$ cat src/rtl/core_pkg.sv
// Shared fetch-side types, widths and helpers for the single-cycle core.
package core_pkg;

  localparam int unsigned XLEN               = 32;
  localparam int unsigned INSTR_BYTES        = 4;
  localparam int unsigned IMEM_BYTES_DEFAULT = 128;
  localparam logic [XLEN-1:0] RESET_PC_DEFAULT = 32'h0000_0000;
  localparam logic [XLEN-1:0] NOP_INSTR        = 32'h0000_0013;

  typedef enum logic [1:0] {
    WARMUP = 2'd0,
    RUN    = 2'd1,
    HALT   = 2'd2
  } fetch_state_e;

  typedef struct packed {
    logic [XLEN-1:0] instr;
    logic [XLEN-1:0] pc;
  } fetch_pkt_t;

  // A fetch address is usable only if word-aligned and inside the memory.
  function automatic logic addr_legal(logic [XLEN-1:0] addr, logic [XLEN-1:0] limit);
    return (addr[1:0] == 2'b00) && (addr < limit);
  endfunction

endpackage

$ cat src/rtl/inst_fetch_unit_if.sv
// Bus bundle between the fetch unit, instruction memory, decode and execute.
interface inst_fetch_unit_if;
  import core_pkg::*;

  logic [XLEN-1:0] read_address;
  logic [XLEN-1:0] instruction_in;
  logic            out_valid;
  logic            out_ready;
  logic [XLEN-1:0] out_instr;
  logic [XLEN-1:0] out_pc;
  logic            redirect_valid;
  logic [XLEN-1:0] redirect_target;
  logic            fault;
  logic [XLEN-1:0] fetch_count;

  modport master (
    output read_address,
    input  instruction_in,
    output out_valid,
    input  out_ready,
    output out_instr,
    output out_pc,
    input  redirect_valid,
    input  redirect_target,
    output fault,
    output fetch_count
  );

  modport slave (
    input  read_address,
    output instruction_in,
    input  out_valid,
    output out_ready,
    input  out_instr,
    input  out_pc,
    output redirect_valid,
    output redirect_target,
    input  fault,
    input  fetch_count
  );

endinterface

$ cat src/rtl/fetch_pc_next.sv
// Next-pc selection and legality decision; redirect outranks sequential fetch.
module fetch_pc_next
  import core_pkg::*;
#(
  parameter int unsigned IMEM_BYTES = IMEM_BYTES_DEFAULT
) (
  input  logic [XLEN-1:0] pc_i,
  input  logic            run_i,
  input  logic            load_i,
  input  logic            redirect_valid_i,
  input  logic [XLEN-1:0] redirect_target_i,
  output logic [XLEN-1:0] pc_next_c,
  output logic            fetch_c,
  output logic            flush_c,
  output logic            fault_c
);

  localparam logic [XLEN-1:0] IMEM_LIMIT = XLEN'(IMEM_BYTES);
  localparam logic [XLEN-1:0] PC_STEP    = XLEN'(INSTR_BYTES);

  always_comb begin
    pc_next_c = pc_i;
    fetch_c   = 1'b0;
    flush_c   = 1'b0;
    fault_c   = 1'b0;
    if (run_i && redirect_valid_i) begin
      flush_c = 1'b1;
      if (addr_legal(redirect_target_i, IMEM_LIMIT)) begin
        pc_next_c = redirect_target_i;
      end else begin
        fault_c = 1'b1;
      end
    end else if (run_i && load_i) begin
      // Legality is judged on the pc about to be fetched, so running off the end faults.
      if (addr_legal(pc_i, IMEM_LIMIT)) begin
        fetch_c   = 1'b1;
        pc_next_c = pc_i + PC_STEP;
      end else begin
        fault_c = 1'b1;
      end
    end
  end

endmodule

$ cat src/rtl/inst_fetch_unit.sv
// Fetch unit: owns the pc, registers one instruction for decode, handles redirects and faults.
module inst_fetch_unit
  import core_pkg::*;
#(
  parameter logic [XLEN-1:0] RESET_PC   = RESET_PC_DEFAULT,
  parameter int unsigned     IMEM_BYTES = IMEM_BYTES_DEFAULT
) (
  input logic              clk,
  input logic              rst,
  inst_fetch_unit_if.master bus
);

  fetch_state_e    state_q, state_d;
  logic [XLEN-1:0] pc_q, pc_d;
  fetch_pkt_t      stage_q, stage_d;
  logic            valid_q, valid_d;
  logic            fault_q, fault_d;
  logic [XLEN-1:0] count_q, count_d;

  logic            run;
  logic            load;
  logic            xfer;
  logic [XLEN-1:0] pc_next_c;
  logic            fetch_c;
  logic            flush_c;
  logic            fault_c;

  assign run  = (state_q == RUN);
  assign load = !valid_q || bus.out_ready;
  assign xfer = valid_q && bus.out_ready;

  fetch_pc_next #(
    .IMEM_BYTES (IMEM_BYTES)
  ) u_pc_next (
    .pc_i              (pc_q),
    .run_i             (run),
    .load_i            (load),
    .redirect_valid_i  (bus.redirect_valid),
    .redirect_target_i (bus.redirect_target),
    .pc_next_c         (pc_next_c),
    .fetch_c           (fetch_c),
    .flush_c           (flush_c),
    .fault_c           (fault_c)
  );

  // State register.
  always_ff @(posedge clk) begin
    if (rst) begin
      state_q <= WARMUP;
    end else begin
      state_q <= state_d;
    end
  end

  // Next state: one warm-up cycle, then run until a fault.
  always_comb begin
    state_d = state_q;
    unique case (state_q)
      WARMUP:  state_d = RUN;
      RUN:     if (fault_c) state_d = HALT;
      HALT:    state_d = HALT;
      default: state_d = WARMUP;
    endcase
  end

  // Datapath next values per state.
  always_comb begin
    pc_d    = pc_q;
    stage_d = stage_q;
    valid_d = valid_q;
    fault_d = fault_q;
    count_d = count_q;
    if (xfer) begin
      count_d = count_q + XLEN'(1);
    end
    unique case (state_q)
      RUN: begin
        pc_d = pc_next_c;
        if (flush_c || fault_c) begin
          valid_d = 1'b0;
        end else if (fetch_c) begin
          valid_d       = 1'b1;
          stage_d.instr = bus.instruction_in;
          stage_d.pc    = pc_q;
        end
        if (fault_c) begin
          fault_d = 1'b1;
        end
      end
      HALT:    valid_d = 1'b0;
      default: ;
    endcase
  end

  always_ff @(posedge clk) begin
    if (rst) begin
      pc_q    <= RESET_PC;
      stage_q <= '0;
      valid_q <= 1'b0;
      fault_q <= 1'b0;
      count_q <= '0;
    end else begin
      pc_q    <= pc_d;
      stage_q <= stage_d;
      valid_q <= valid_d;
      fault_q <= fault_d;
      count_q <= count_d;
    end
  end

  assign bus.read_address = pc_q;
  assign bus.out_valid    = valid_q;
  assign bus.out_instr    = stage_q.instr;
  assign bus.out_pc       = stage_q.pc;
  assign bus.fault        = fault_q;
  assign bus.fetch_count  = count_q;

endmodule

$ cat src/flat_wrapper.sv
// flat-port wrapper written by rule: the top's interface ports become plain ports
module inst_fetch_unit_flat import core_pkg::*;
#(
  parameter logic [XLEN-1:0] RESET_PC   = RESET_PC_DEFAULT,
  parameter int unsigned     IMEM_BYTES = IMEM_BYTES_DEFAULT
)
  (clk, rst, bus_read_address, bus_instruction_in, bus_out_valid, bus_out_ready, bus_out_instr, bus_out_pc, bus_redirect_valid, bus_redirect_target, bus_fault, bus_fetch_count);
  inst_fetch_unit_if bus_i ();
  input logic clk;
  input logic rst;
  output wire logic [$bits(bus_i.read_address)-1:0] bus_read_address;
  input wire logic [$bits(bus_i.instruction_in)-1:0] bus_instruction_in;
  output wire logic [$bits(bus_i.out_valid)-1:0] bus_out_valid;
  input wire logic [$bits(bus_i.out_ready)-1:0] bus_out_ready;
  output wire logic [$bits(bus_i.out_instr)-1:0] bus_out_instr;
  output wire logic [$bits(bus_i.out_pc)-1:0] bus_out_pc;
  input wire logic [$bits(bus_i.redirect_valid)-1:0] bus_redirect_valid;
  input wire logic [$bits(bus_i.redirect_target)-1:0] bus_redirect_target;
  output wire logic [$bits(bus_i.fault)-1:0] bus_fault;
  output wire logic [$bits(bus_i.fetch_count)-1:0] bus_fetch_count;
  assign bus_read_address = bus_i.read_address;
  assign bus_i.instruction_in = bus_instruction_in;
  assign bus_out_valid = bus_i.out_valid;
  assign bus_i.out_ready = bus_out_ready;
  assign bus_out_instr = bus_i.out_instr;
  assign bus_out_pc = bus_i.out_pc;
  assign bus_i.redirect_valid = bus_redirect_valid;
  assign bus_i.redirect_target = bus_redirect_target;
  assign bus_fault = bus_i.fault;
  assign bus_fetch_count = bus_i.fetch_count;
  inst_fetch_unit #(.RESET_PC(RESET_PC), .IMEM_BYTES(IMEM_BYTES)) u_core (.clk(clk), .rst(rst), .bus(bus_i));
endmodule
$ cat config.mk
export PLATFORM = sky130hd
export DESIGN_NAME = inst_fetch_unit_flat
export DESIGN_NICKNAME = d
export VERILOG_FILES = /design/src/rtl/core_pkg.sv /design/src/rtl/inst_fetch_unit_if.sv /design/src/rtl/fetch_pc_next.sv /design/src/rtl/inst_fetch_unit.sv /design/src/flat_wrapper.sv
export SDC_FILE = /design/constraint.sdc
export NUM_CORES = 1
export LEC_CHECK = 0
export BUFFER_PORTS_ARGS = -buffer_cell sky130_fd_sc_hd__buf_2
export CAP_MARGIN = 5
export CELL_PAD_IN_SITES_DETAIL_PLACEMENT = 1
export CELL_PAD_IN_SITES_GLOBAL_PLACEMENT = 1
export CORE_UTILIZATION = 37
export CTS_CLUSTER_SIZE = 10
export DETAILED_ROUTE_END_ITERATION = 12
export PLACE_DENSITY_LB_ADDON = 0.1
export SLEW_MARGIN = 25
export SYNTH_ARGS = -nofsm -noshare
export SYNTH_HDL_FRONTEND = slang
export SYNTH_SLANG_ARGS = --single-unit
$ cat constraint.sdc
create_clock -name clk -period 4.33 [get_ports clk]
set_clock_uncertainty 0.2 [all_clocks]
set_input_delay 0.433 -clock clk [delete_from_list [all_inputs] [get_ports clk]]
set_output_delay 0.433 -clock clk [all_outputs]
set_load 0.02 [all_outputs]
==> metrics.md <==
| Metric | Value |
|---|---|
| Critical Path RT | `4430 ps` |
| Routed wire length | `14.30 mm` |
| Boundary Pins | `198` |
| CP max stage delay | `710 ps` |
| Final setup violation count | `0` |
| H-tree levels | `4` |
| Max-cap violations | `0` |
| Largest net degree at the start of global routing | `59` |
| Fillers | `1591` |
| DRC | `0` |
| Die area | `0.01382 mm²` |
| Die height | `117.6 µm` |
| Core Footprint | `0.01282 mm²` |
| Worst Tran Pin Value | `833.8 ps` |
| Type of origin of the critical path | `flop` |
| Total iterations of the first detailed-routing run | `4` |
| Post-synth EDFFs | `0` |
| Crit-path slowest cell | `o22ai_1` |
| Crit end category | `flop` |
| Gate count of the mapped netlist | `557` |
| Seq/Total Area, Yosys | `0.5347` |
| Gr ovfl total | `0` |
| Hold_buf cts | `0` |
| Vias | `4632` |
| Area growth syn-to-layout | `34.33%` |
| WP data arrival | `3150 ps` |
| Total CTS buffers | `17` |
| Setup tns final | `0 ps` |
| Synth Cell Area | `0.004942 mm²` |
| CTS tree | `built` |
| Finished Layout Cells | `934` |
| Initial core utilization | `0.3854` |
| Worst slew margin | `0.4441` |
| Worst hold path type | `in -> reg` |
| DR WL/cell | `15.31 µm` |
| Port bufs | `197` |
| Max Fanout on Critical Path | `14` |
| DRT antenna net count | `0` |
| Max-slew violation count | `0` |
| Placer Congestion | `0.8158` |
| Worst-path cell chain | `inv_1 -> ha_1 -> and2_0 -> buf_4 -> nand4_1 -> o22ai_1 -> a21oi_1 -> and2_1` |
| FFs w/ async S/R, synth | `0` |
| Clock sinks | `132` |
| Max IR drop VDD | `290.4 µV` |
| Critical path class | `reg -> reg` |
| GRT Overall Usage | `0.2152` |
| Worst-Skew Late Latency | `410 ps` |
| Global-route wire length before repair | `24.05 mm` |
| Final min period | `3048 ps` |
| Worst reg2reg setup slack | `1280 ps` |
| Vias per cell | `4.959` |
| Cell variety after synth | `39` |
| Initial antenna violation count | `0` |
| Seq cells post-synth | `132` |
| Clock transition at the registers of the reported paths | `60 ps` |
| ANT cells | `0` |
| Dpl hpwl | `10.05 mm` |
| Rows | `41` |
| Outcome | `complete, no violations` |
| Clock buffer depth | `2` |
| Leak | `2.958 nW` |
| Initial DRC Count | `210` |
| Hold Slack | `64.18 ps` |
| Achievable Freq | `0.3281 GHz` |
| Ys flop type | `dfxtp_1` |
| Final number of hold-violating endpoints | `0` |
| Chip Width | `117.6 µm` |
| Final #Nets | `822` |
| Syn_nets | `630` |
| Layout cells sized above 1 | `0.3097` |
| Post-Syn Area per Cell | `8.873 µm²` |
| RSZ-0062 raised after global routing | `no` |
| Post-CTS Resized | `0` |
| Vias in the first global route | `4822` |
| Fin crit share | `0.7039` |
| Root Driver | `clkbuf_16` |
| Placed insts | `902` |
| Post-CTS Setup Repair Bufs | `0` |
| Synthesis Warnings | `0` |
| Cell Pwr Density | `548.4 mW/mm²` |
[power breakdown]
group          leakage (nW)  switching, mW  total, mW  internal [mW]
clock network         0.294          0.551       1.46          0.909
logic                  1.60          0.537      0.782          0.245
registers              1.07         0.0772       1.40           1.32
total                  2.96           1.17       3.64           2.48
[registers in the layout, summed over array words and instances, names as in the netlist]
name and flops:
u_core.bus.fault 1, u_core.state_q 2, u_core.bus.out_valid 1, u_core.bus.read_address 32, u_core.bus.out_pc 32, u_core.bus.fetch_count 32
u_core.bus.out_instr 32
[worst paths after layout]
check,from,to,cells after the start
min,bus_instruction_in[0],u_core.bus.out_instr[0]$_SDFFE_PP0P_,3
min reg2reg,u_core.bus.out_instr[25]$_SDFFE_PP0P_,u_core.bus.out_instr[25]$_SDFFE_PP0P_,2
max reg2reg,u_core.state_q[1]$_SDFFE_PP0P_,u_core.bus.read_address[30]$_SDFFE_PP0P_,8
max,u_core.state_q[1]$_SDFFE_PP0P_,u_core.bus.read_address[30]$_SDFFE_PP0P_,8
[cell usage after synthesis, types with 2 or more instances]
master | n | area, µm²
a21oi_1 | 54 | 270.3
and2_1 | 55 | 344.1
and3_1 | 3 | 18.77
and4_1 | 4 | 35.03
buf_2 | 3 | 15.01
buf_4 | 4 | 30.03
buf_6 | 3 | 33.78
clkbuf_1 | 16 | 60.06
dfxtp_1 | 132 | 2643
ha_1 | 5 | 62.56
inv_1 | 11 | 41.29
nand2_1 | 99 | 371.6
nand3_1 | 22 | 110.1
nand4_1 | 10 | 62.56
nand4b_1 | 2 | 17.52
nor2_1 | 33 | 123.9
nor3_1 | 13 | 65.06
nor3b_1 | 2 | 15.01
nor4_1 | 24 | 150.1
o21a_1 | 3 | 22.52
o21ai_0 | 10 | 50.05
o22ai_1 | 2 | 12.51
o41ai_1 | 3 | 26.28
or3_1 | 5 | 31.28
xnor2_1 | 19 | 166.4
xor2_1 | 7 | 61.31
[metrics by stage]
| stage | utilization | instance area [µm²] | setup slack, ps | power (mW) |
|---|---|---|---|---|
| 2_1_floorplan | - | 4942 | 2233 | 1.974 |
| 3_3_place_gp | 0.4703 | 6032 | 1451 | 2.176 |
| 3_5_place_dp | 0.4703 | 6032 | 1291 | 2.214 |
| 4_1_cts | 0.5177 | 6639 | 1283 | 3.688 |
| 5_1_grt | 0.5177 | 6639 | 913.9 | 3.832 |
| 6_report | 0.5177 | 6639 | 1282 | 3.640 |
[routing by layer]
layer,up-vias,routed length (µm),share of wire,GRT usage
met5,-,0,0,0
met4,0,147,0.010,0.06651
met3,13,810,0.057,0.06153
met2,121,7241,0.51,0.3746
met1,2225,6098,0.43,0.2547
li1,2273,-,-,-
[layout by cell type (no fill, tap or decap), drive strengths merged, types with 3 or more instances in the layout]
cell type / n
buf: 201
dfxtp: 132
nand2: 99
and2: 56
a21oi: 54
nor2: 33
nor4: 24
nand3: 22
xnor2: 19
clkbuf: 17
nor3: 13
inv: 13
o21ai: 11
nand4: 10
clkinv: 8
xor2: 7
or3: 5
ha: 5
and4: 4
and3: 3
o21a: 3
o41ai: 3
bufinv: 3
[layout make-up]
class / count / area (µm²) / area share
clock buffer: 17 / 425.4 / 0.06408
tap: 172 / 215.2 / 0.03242
multi-input combinational: 386 / 2117 / 0.3189
inverter: 11 / 41.29 / 0.006219
clock inverter: 15 / 181.4 / 0.02733
timing repair buffer: 201 / 1016 / 0.1530
sequential: 132 / 2643 / 0.3980
[worst max-delay path, delay by kind of cell, from the launching register on]
| kind | cells | cell delay [ps] |
|---|---|---|
| adder cells (fa/ha/maj) | 1 | 340 |
| buffers and inverters | 2 | 300 |
| AND/OR/NAND/NOR | 3 | 650 |
| flip-flops | 1 | 330 |
| AO/OA/AOI/OAI | 2 | 1130 |
[logic make-up (layout without fill, tap and decap cells)]
| logic type | after synthesis | in the layout | synth area share |
|---|---|---|---|
| flip-flops | 132 | 132 | 0.5347 |
| adder cells (fa/ha/maj) | 5 | 5 | 0.01266 |
| AO/OA/AOI/OAI | 79 | 79 | 0.08912 |
| XOR/XNOR | 26 | 26 | 0.04608 |
| AND/OR/NAND/NOR | 275 | 275 | 0.2772 |
| multiplexers | 1 | 1 | 0.002025 |
| buffers and inverters | 39 | 244 | 0.03823 |
(Power assumes the default switching activity.)
